`config.mk`:
```
export PLATFORM = sky130hd
export DESIGN_NAME = fir_coef_ctrl
export DESIGN_NICKNAME = d
export VERILOG_FILES = /design/src/rtl/fir_coef_ctrl.sv
export SDC_FILE = /design/constraint.sdc
export NUM_CORES = 1
export LEC_CHECK = 0
export CAP_MARGIN = 15
export CORE_MARGIN = 2
export CORE_UTILIZATION = 48
export CTS_BUF_LIST = sky130_fd_sc_hd__clkbuf_16
export DETAILED_ROUTE_END_ITERATION = 8
export GPL_TIMING_DRIVEN = 0
export PLACE_DENSITY = 0.76
export SETUP_SLACK_MARGIN = 0.05
export SYNTH_ARGS = -nofsm -noshare
export SYNTH_HDL_FRONTEND = slang
export SYNTH_SLANG_ARGS = --single-unit
```
`constraint.sdc`:
```
create_clock -name clk -period 2.6 [get_ports clk]
set_input_delay 0.26 -clock clk [delete_from_list [all_inputs] [get_ports clk]]
set_output_delay 0.26 -clock clk [all_outputs]
set_load 0.02 [all_outputs]
```
`src/rtl/fir_coef_ctrl.sv`:
```
// fir_coef_ctrl: AHB-lite slave that owns the FIR coefficient set.
// Software fills a shadow bank; a SWAP request copies shadow to the active
// bank (which drives fircoefs) once the FIR reports it is not busy.
// Build macro FIR_COEF_SYM_EN: a shadow write to index i also writes index
// TAPS-1-i, and writes to the upper half of the index range are rejected.
//
// Handshake: an address phase is accepted when hready & hsel & htrans[1];
// its data phase completes on the first cycle with hreadyout=1 (hwdata is
// sampled then). Shadow writes hold hreadyout low while a swap is pending
// or in progress. Errors answer hreadyout/hresp = 0/1, then 1/1.
module fir_coef_ctrl #(
    parameter int AWIDTH   = 32,
    parameter int DWIDTH   = 32,
    parameter int BIT_PREC = 16,
    parameter int TAPS     = 16
) (
    input  logic                       clk,
    input  logic                       rst,
    input  logic                       hsel,
    input  logic [AWIDTH-1:0]          haddr,
    input  logic [2:0]                 hsize,
    input  logic                       hwrite,
    input  logic [1:0]                 htrans,
    input  logic [DWIDTH-1:0]          hwdata,
    input  logic                       hready,
    output logic                       hreadyout,
    output logic                       hresp,
    output logic [DWIDTH-1:0]          hrdata,
    input  logic                       fir_busy,
    output logic signed [BIT_PREC-1:0] fircoefs [0:TAPS-1],
    output logic                       coef_update
);

    localparam int IW = (TAPS > 1) ? $clog2(TAPS) : 1;

    typedef enum logic [1:0] {
        ST_IDLE    = 2'd0,
        ST_PENDING = 2'd1,
        ST_SWAP    = 2'd2
    } state_t;

    state_t                     state_q;
    logic signed [BIT_PREC-1:0] shadow_q [0:TAPS-1];
    logic signed [BIT_PREC-1:0] active_q [0:TAPS-1];
    logic [7:0]                 wcnt_q;
    logic                       coef_update_q;

    // Data-phase context captured from the address phase
    logic          dp_valid_q;
    logic          dp_write_q;
    logic          dp_ctrl_q;
    logic          dp_stat_q;
    logic          dp_coef_q;
    logic [IW-1:0] dp_idx_q;
    logic          err1_q;
    logic          err2_q;

    // Address-phase decode
    logic [9:0] a_off;
    logic [7:0] a_idx8;
    logic       a_sel;
    logic       a_is_ctrl;
    logic       a_is_stat;
    logic       a_is_coef;
    logic       a_err;

    assign a_off     = haddr[9:0];
    assign a_idx8    = {2'b00, a_off[7:2]};
    assign a_sel     = hready & hsel & htrans[1];
    assign a_is_ctrl = (a_off == 10'h000);
    assign a_is_stat = (a_off == 10'h004);
    assign a_is_coef = (a_off[9:8] == 2'b01) && (a_off[1:0] == 2'b00) &&
                       (a_idx8 < 8'(TAPS));
`ifdef FIR_COEF_SYM_EN
    assign a_err = (hsize != 3'b010) || !(a_is_ctrl || a_is_stat || a_is_coef) ||
                   (hwrite && a_is_coef && (a_idx8 >= 8'((TAPS + 1) / 2)));
`else
    assign a_err = (hsize != 3'b010) || !(a_is_ctrl || a_is_stat || a_is_coef);
`endif

    // Data-phase actions
    logic stall;
    logic wr_coef;
    logic wr_ctrl;
    logic ctrl_clr;
    logic ctrl_swap;

    assign stall     = dp_valid_q & dp_write_q & dp_coef_q & (state_q != ST_IDLE);
    assign wr_coef   = dp_valid_q & dp_write_q & dp_coef_q & ~stall;
    assign wr_ctrl   = dp_valid_q & dp_write_q & dp_ctrl_q;
    assign ctrl_clr  = wr_ctrl & hwdata[1];
    assign ctrl_swap = wr_ctrl & hwdata[0];

    assign hreadyout   = ~err1_q & ~stall;
    assign hresp       = err1_q | err2_q;
    assign coef_update = coef_update_q;
    assign fircoefs    = active_q;

    // Address bits above the decoded window and the unused half of hwdata
    logic unused_bits;
    assign unused_bits = ^{haddr[AWIDTH-1:10], htrans[0], hwdata[DWIDTH-1:BIT_PREC]};

    // Capture address phase; illegal accesses start the two-cycle error reply
    always_ff @(posedge clk) begin
        if (rst) begin
            dp_valid_q <= 1'b0;
            dp_write_q <= 1'b0;
            dp_ctrl_q  <= 1'b0;
            dp_stat_q  <= 1'b0;
            dp_coef_q  <= 1'b0;
            dp_idx_q   <= '0;
            err1_q     <= 1'b0;
            err2_q     <= 1'b0;
        end else begin
            err2_q <= err1_q;
            err1_q <= hready & a_sel & a_err;
            if (hready) begin
                dp_valid_q <= a_sel & ~a_err;
                dp_write_q <= hwrite;
                dp_ctrl_q  <= a_is_ctrl;
                dp_stat_q  <= a_is_stat;
                dp_coef_q  <= a_is_coef;
                dp_idx_q   <= a_off[IW+1:2];
            end
        end
    end

`ifdef FIR_COEF_SYM_EN
    logic [IW-1:0] mir_idx;
    assign mir_idx = IW'(TAPS - 1) - dp_idx_q;
`endif

    // Shadow bank and saturating write counter; CLR wins over everything
    always_ff @(posedge clk) begin
        if (rst || ctrl_clr) begin
            for (int i = 0; i < TAPS; i++) shadow_q[i] <= '0;
            wcnt_q <= 8'd0;
        end else if (wr_coef) begin
            shadow_q[dp_idx_q] <= hwdata[BIT_PREC-1:0];
`ifdef FIR_COEF_SYM_EN
            shadow_q[mir_idx] <= hwdata[BIT_PREC-1:0];
`endif
            if (wcnt_q != 8'hFF) wcnt_q <= wcnt_q + 8'd1;
        end
    end

    // Swap FSM: copy shadow to active on entry to SWAP, pulse coef_update
    always_ff @(posedge clk) begin
        if (rst) begin
            state_q       <= ST_IDLE;
            coef_update_q <= 1'b0;
            for (int i = 0; i < TAPS; i++) active_q[i] <= '0;
        end else begin
            coef_update_q <= 1'b0;
            case (state_q)
                ST_IDLE: begin
                    if (ctrl_swap) state_q <= ST_PENDING;
                end
                ST_PENDING: begin
                    if (!fir_busy) begin
                        state_q       <= ST_SWAP;
                        coef_update_q <= 1'b1;
                        for (int i = 0; i < TAPS; i++) active_q[i] <= shadow_q[i];
                    end
                end
                ST_SWAP: state_q <= ST_IDLE;
                default: state_q <= ST_IDLE;
            endcase
        end
    end

    // Read mux for the current data phase (reflects pre-edge state)
    always_comb begin
        hrdata = '0;
        if (dp_valid_q && !dp_write_q) begin
            if (dp_stat_q) begin
                hrdata[15:8] = wcnt_q;
                hrdata[0]    = (state_q == ST_PENDING);
            end else if (dp_coef_q) begin
                hrdata = DWIDTH'(shadow_q[dp_idx_q]);
            end
        end
    end

endmodule

```
Word level (Yosys, flattened, before mapping) --
Memory sizes are Yosys's and may differ from the RTL's. A register that Yosys moved wholly into a read port is not among the register bits. Index checks and enable logic that the tools add are counted.
Word-level totals: register bits after elaboration 22, memory bits (writable) 256, input bits 75, output and inout port bits 291, logic and storage cells 78, memories kept 1
Memories:
- shadow_q | words 16, bits a word 16, read ports 17, clocked after memory_dff 17, write ports 16, RTL line 43 | logic signed [BIT_PREC-1:0] shadow_q [0:TAPS-1];
Operators by class: add/sub/neg operators 1, $lt $le $gt $ge 1, equal/unequal tests 7, mux-type cells 20, bitwise gates (word level) 19, reductions and logical operators 18
Operator list (number):
- two-way mux 32 bit | 2
- two-way mux 16 bit | 2
- OR reduction 16 bit | 1
- bitwise AND 1 bit | 13
- two-way mux 4 bit | 3
- equality test 10 x 3 -> 1 bit, second input constant | 1
- logical NOT 10 bit | 1
- adder 8 x 1 -> 8 bit, second input constant | 1
- two-way mux 1 bit | 8
- two-way mux 8 bit | 1
- != test 8 bit, second input constant | 1
- two-way mux 7 bit | 1
- < comparator 6 x 5 -> 1 bit, second input constant | 1
- AND reduction 2 bit | 3
- NOT 1 bit | 5
- equality test 2 x 1 -> 1 bit, second input constant | 2
- logical NOT 2 bit | 2
- logical OR 1 bit | 4
- two-way mux 2 bit | 2
- != test 2 bit, second input constant | 2
- one-hot mux 2 bit (2 select lines) | 1
- logical AND 1 bit | 3
- != test 3 x 2 -> 1 bit, second input constant | 1
- logical NOT 1 bit | 2
- other kinds (3) | 3

Logic depth before layout (Yosys ltp) --
depth after elaboration 10, depth in mapped cells 9, mapped depth without buffers 5

Worst setup path before layout --
Ideal clock, no wire load.
path type register -> output, start register (tool-made name), end output port hrdata[17], arrival 2.943 ns, setup slack -0.603 ns, stages on the path, launching flop included 9, buffers on the path 4, cell sequence dfxtp_1 -> buf_4 -> buf_4 -> clkbuf_1 -> nor2_1 -> a22oi_1 -> nand3_1 -> o21ai_0 -> buf_4
RTL lines:
- end: declaration | RTL line 28 | output logic [DWIDTH-1:0] hrdata,

==> results.txt <==
The run finished, with violations left. The final reports fail on negative setup slack. The met3 global-route usage is 6.95%. The congestion estimate from routability-driven global placement came to 0.966.

Fill cells in the final layout number 3503. The smallest clock period supported by the final layout is computed as 2870 ps. The relative contribution of the clock network to total power came out at 42.5%. Counting instances in the post-synthesis netlist gives the leading cell types as 525 x nand2_1, 282 x dfxtp_1, 267 x a21oi_1. The count of unique library cells instantiated by Yosys came out at 56. The maximum count of clock buffers along a single path is 3. Max-cap violations in this run came to 0. Before CTS, the worst setup slack after placement is -978 ps.

The aggregate global routing overflow is 0. The setup violation total in the final timing report came out at 32. The sequential share of the synthesized area came out at 61.0%.

The required time reported for the critical path endpoint is 2340 ps. Counting every net in the synthesized netlist gives 2087. The number of flops mapped to enable cells by yosys is 256. The largest fanout on the critical path is 10.

The die extent in x came out at 217 µm. The number of antenna violations at the first check in global routing is 2. The utilization after layout came out at 63.5%. The count of TritonRoute iterations in the first routing pass is 8. The mux cell area share after synthesis came out at 7.83%.

Synthesis inferred 538 register bits. For this run, asynchronously set or reset flops after synthesis account for 0%. The area of the placeable core is 45200 µm². Counting tap cells, the placed design contains a total of 2941 instances. The first global-routing pass estimated 108000 µm of wire. TritonCTS created 53 clock buffers. The number of hold violations in the final report is 0. The met1 layer usage reported by global route came out at 41.9%.

The synthesized netlist devotes 7.92% of its cell area to compound gates. Yosys attributes the largest share of cell area to edfxtp_1 35%, dfxtp_1 26%, nand2_1 9.0%. The number of clock sinks seen by CTS is 538. After floorplanning, the core was divided into 78 placement rows. The finished layout holds 3075 standard cells, fillers aside.

The dominant combinational cell family by area after synthesis is simple AND/OR/NAND/NOR gates. The data arrival time of the critical path came out at 2610 ps. The via count of the first global-routing pass came to 17200. The kind of end point of the critical path is a primary output. The first-iteration detailed-routing DRC count came out at 2286. The max-slew headroom at the worst pin is 28.0%.

The design internal power is 13.6 mW. The simple logic cell fraction of the synthesized area came out at 19.5%. The power share of the combinational group is 5.8%.

The clock insertion delay at the later pin of the skew report came out at 620 ps. By startpoint and endpoint, the worst setup path is classified as register to primary output. The cell type with the highest aggregate area in the netlist is edfxtp_1.

The number of ports placed on the die boundary is 366. Yosys instantiated no cell more often than nand2_1. The via-per-instance ratio is 5.73. The layer carrying the most global-route usage is met2. Across every metal layer, demand over resource in global routing totals 31.4%. The number of warnings reported in the yosys synthesis log is 0.

The global-route met2 utilization is 50.1%. The post-synthesis share of cell area spent on full adders, half adders and majority gates came out at 0.0573%. The tightest min-delay check is of the input pin to register type. In the routed design, unresolved DRC markers number 0. The layout net count came out at 2502. The number of hold buffers added after CTS came out at 0. The worst setup margin is -271 ps.

TritonCTS built the clock tree. The maximum number of pins on one net before global-route repair came out at 17. Setup repair after global routing could not meet its margin everywhere. The number of max-slew violations in the final report came out at 0. In the synthesized netlist the dominant register cell turns out to be dfxtp_1. The via count is 17600.

The number of cells produced by synthesis came out at 2011. Of the total synthesized cell area, the portion taken by XOR and XNOR cells is 0%. The power density of the placed cells came out at 617 nW/µm². The synthesis-to-layout area growth came out at 31.4%.

The number of levels the H-tree was split into is 2. The pin slew with the least headroom to its limit is 1080 ps. During placement, the flow inserted port buffers numbering 325. The portion of synthesized cell area occupied by the leading cell type is 35.2%. The achievable clock frequency is 348 MHz. The y dimension of the die came out at 217 µm. The routed wire length is 75700 µm. The mean cell area of the mapped netlist came out at 10.9 µm². Once the floorplan was initialized, standard cells occupied 48.3% of the core. The switching part of the total came out at 23.0%.

The register share of total power is 51.7%. In the finished design, the share of the clock period the worst path needs comes to 110%. The maximum vdd ir drop is 0.000461 V.

The die area came out at 47200 µm². The buffer cell driving the clock tree root is clkbuf_16. The worst setup path is launched from a register.

The share of layout cells above drive strength 1 came out at 14.3%. The detail route stage leaves a number of antenna-violating nets equal to 0. The half-perimeter wire length of the detailed placement result came out at 55900 µm. The leakage power summed over all cells is 9.94 nW.

For this design the total switching power over the nets is 4.06 mW. The register clock-pin slew on the reported worst setup and hold paths came out at 70 ps. Between clock sinks in the finished design, the worst skew comes to 26.0 ps. The area of the mapped netlist is 21800 µm². The per-cell routed wire length came out at 24.6 µm.
flip-flops by register name, indices dropped and copies added (netlist names), named ones only:
register / cells
err2_q: 1
dp_write_q: 1
err1_q: 1
shadow_q: 256
state_q: 2
fircoefs: 256
dp_stat_q: 1
coef_update: 1
dp_coef_q: 1
dp_valid_q: 1
dp_idx_q: 4
wcnt_q: 8
dp_ctrl_q: 1
power by group through the flow:
| stage | Combinational (mW) | Clock (mW) | Sequential (mW) |
|---|---|---|---|
| final | 1.03 | 7.52 | 9.15 |
| after global routing | 1.05 | 7.84 | 9.15 |
| after CTS | 0.953 | 7.52 | 9.14 |
| after detailed placement | 0.784 | 0 | 9.33 |
| after global placement | 0.758 | 0 | 9.33 |
| after floorplan | 0.436 | 0 | 9.24 |
final cells by class:
cell class	count	area, µm²	share of cell area, %
clock inverters	43	256	0.894
clock buffers	57	1430	4.97
flip-flops and latches	538	13300	46.5
repair buffers	361	3680	12.8
diodes	4	10.0	0.0349
multi-input cells	1302	8170	28.5
plain buffers	166	1060	3.68
inverters	4	15.0	0.0523
well taps	600	751	2.62
per-layer routing:
layer / share of wire [%] / vias to the layer above / wire length [µm]
li1: - / 7740 / -
met1: 39 / 8691 / 29500
met2: 47 / 1025 / 35400
met3: 11 / 154 / 8310
met4: 3.2 / 0 / 2420
met5: 0 / - / 0
cell usage in the layout, fill, tap and decap left out, types with 11 or more instances in the layout:
cell type        instances
edfxtp_1               256
clkbuf_1                79
mux4_2                  58
buf_12                  11
buf_2                   33
and2_1                 256
clkbuf_16               58
a21oi_1                267
mux2i_1                 19
buf_4                   21
buf_6                   53
clkdlybuf4s50_1        293
nand2_1                524
buf_8                   11
mux2i_4                 17
dfxtp_1                278
nor2_1                  21
nand3_1                 16
inv_1                   22
metrics by stage:
stage	power (mW)	instance area, µm²	hold WS [ps]	TNS, ps
6_report	17.7	28700	208	-6710
5_1_grt	18.0	28700	250	-7580
4_1_cts	17.6	28500	196	-6960
3_5_place_dp	10.1	25900	449	-177190
3_3_place_gp	10.1	25900	445	-285490
2_1_floorplan	9.67	21800	385	0
worst paths after layout:
path,startpoint,end,slack [ps],depth (start not counted)
max reg2reg,state_q[0]$_SDFFE_PP0P_,fircoefs[241]$_SDFFE_PP0P_,160,6
min,hsel,err1_q$_SDFF_PP0_,210,3
max,register,hrdata[15],-270,4
min reg2reg,fircoefs[182]$_SDFFE_PP0P_,fircoefs[182]$_SDFFE_PP0P_,460,2
cells by family after synthesis:
logic type      count (synthesis)
simple gates                  884
flops                         538
buf+inv                       171
fa+ha+maj                       1
compound gates                319
mux                            98
critical path: stages (launching register included):
cell and delay (ps):
dfxtp_1 480, clkbuf_4 390, nand2_2 350, o211ai_1 530, buf_4 230
what timing repair did:
action                     4_1_cts  5_1_grt
pin swaps                       18       14
gates cloned                     2        1
setup endpoints to repair      144       84
resized for setup              307       57
setup buffers                   26        5
Note: power is estimated with default switching activity, not from simulation.
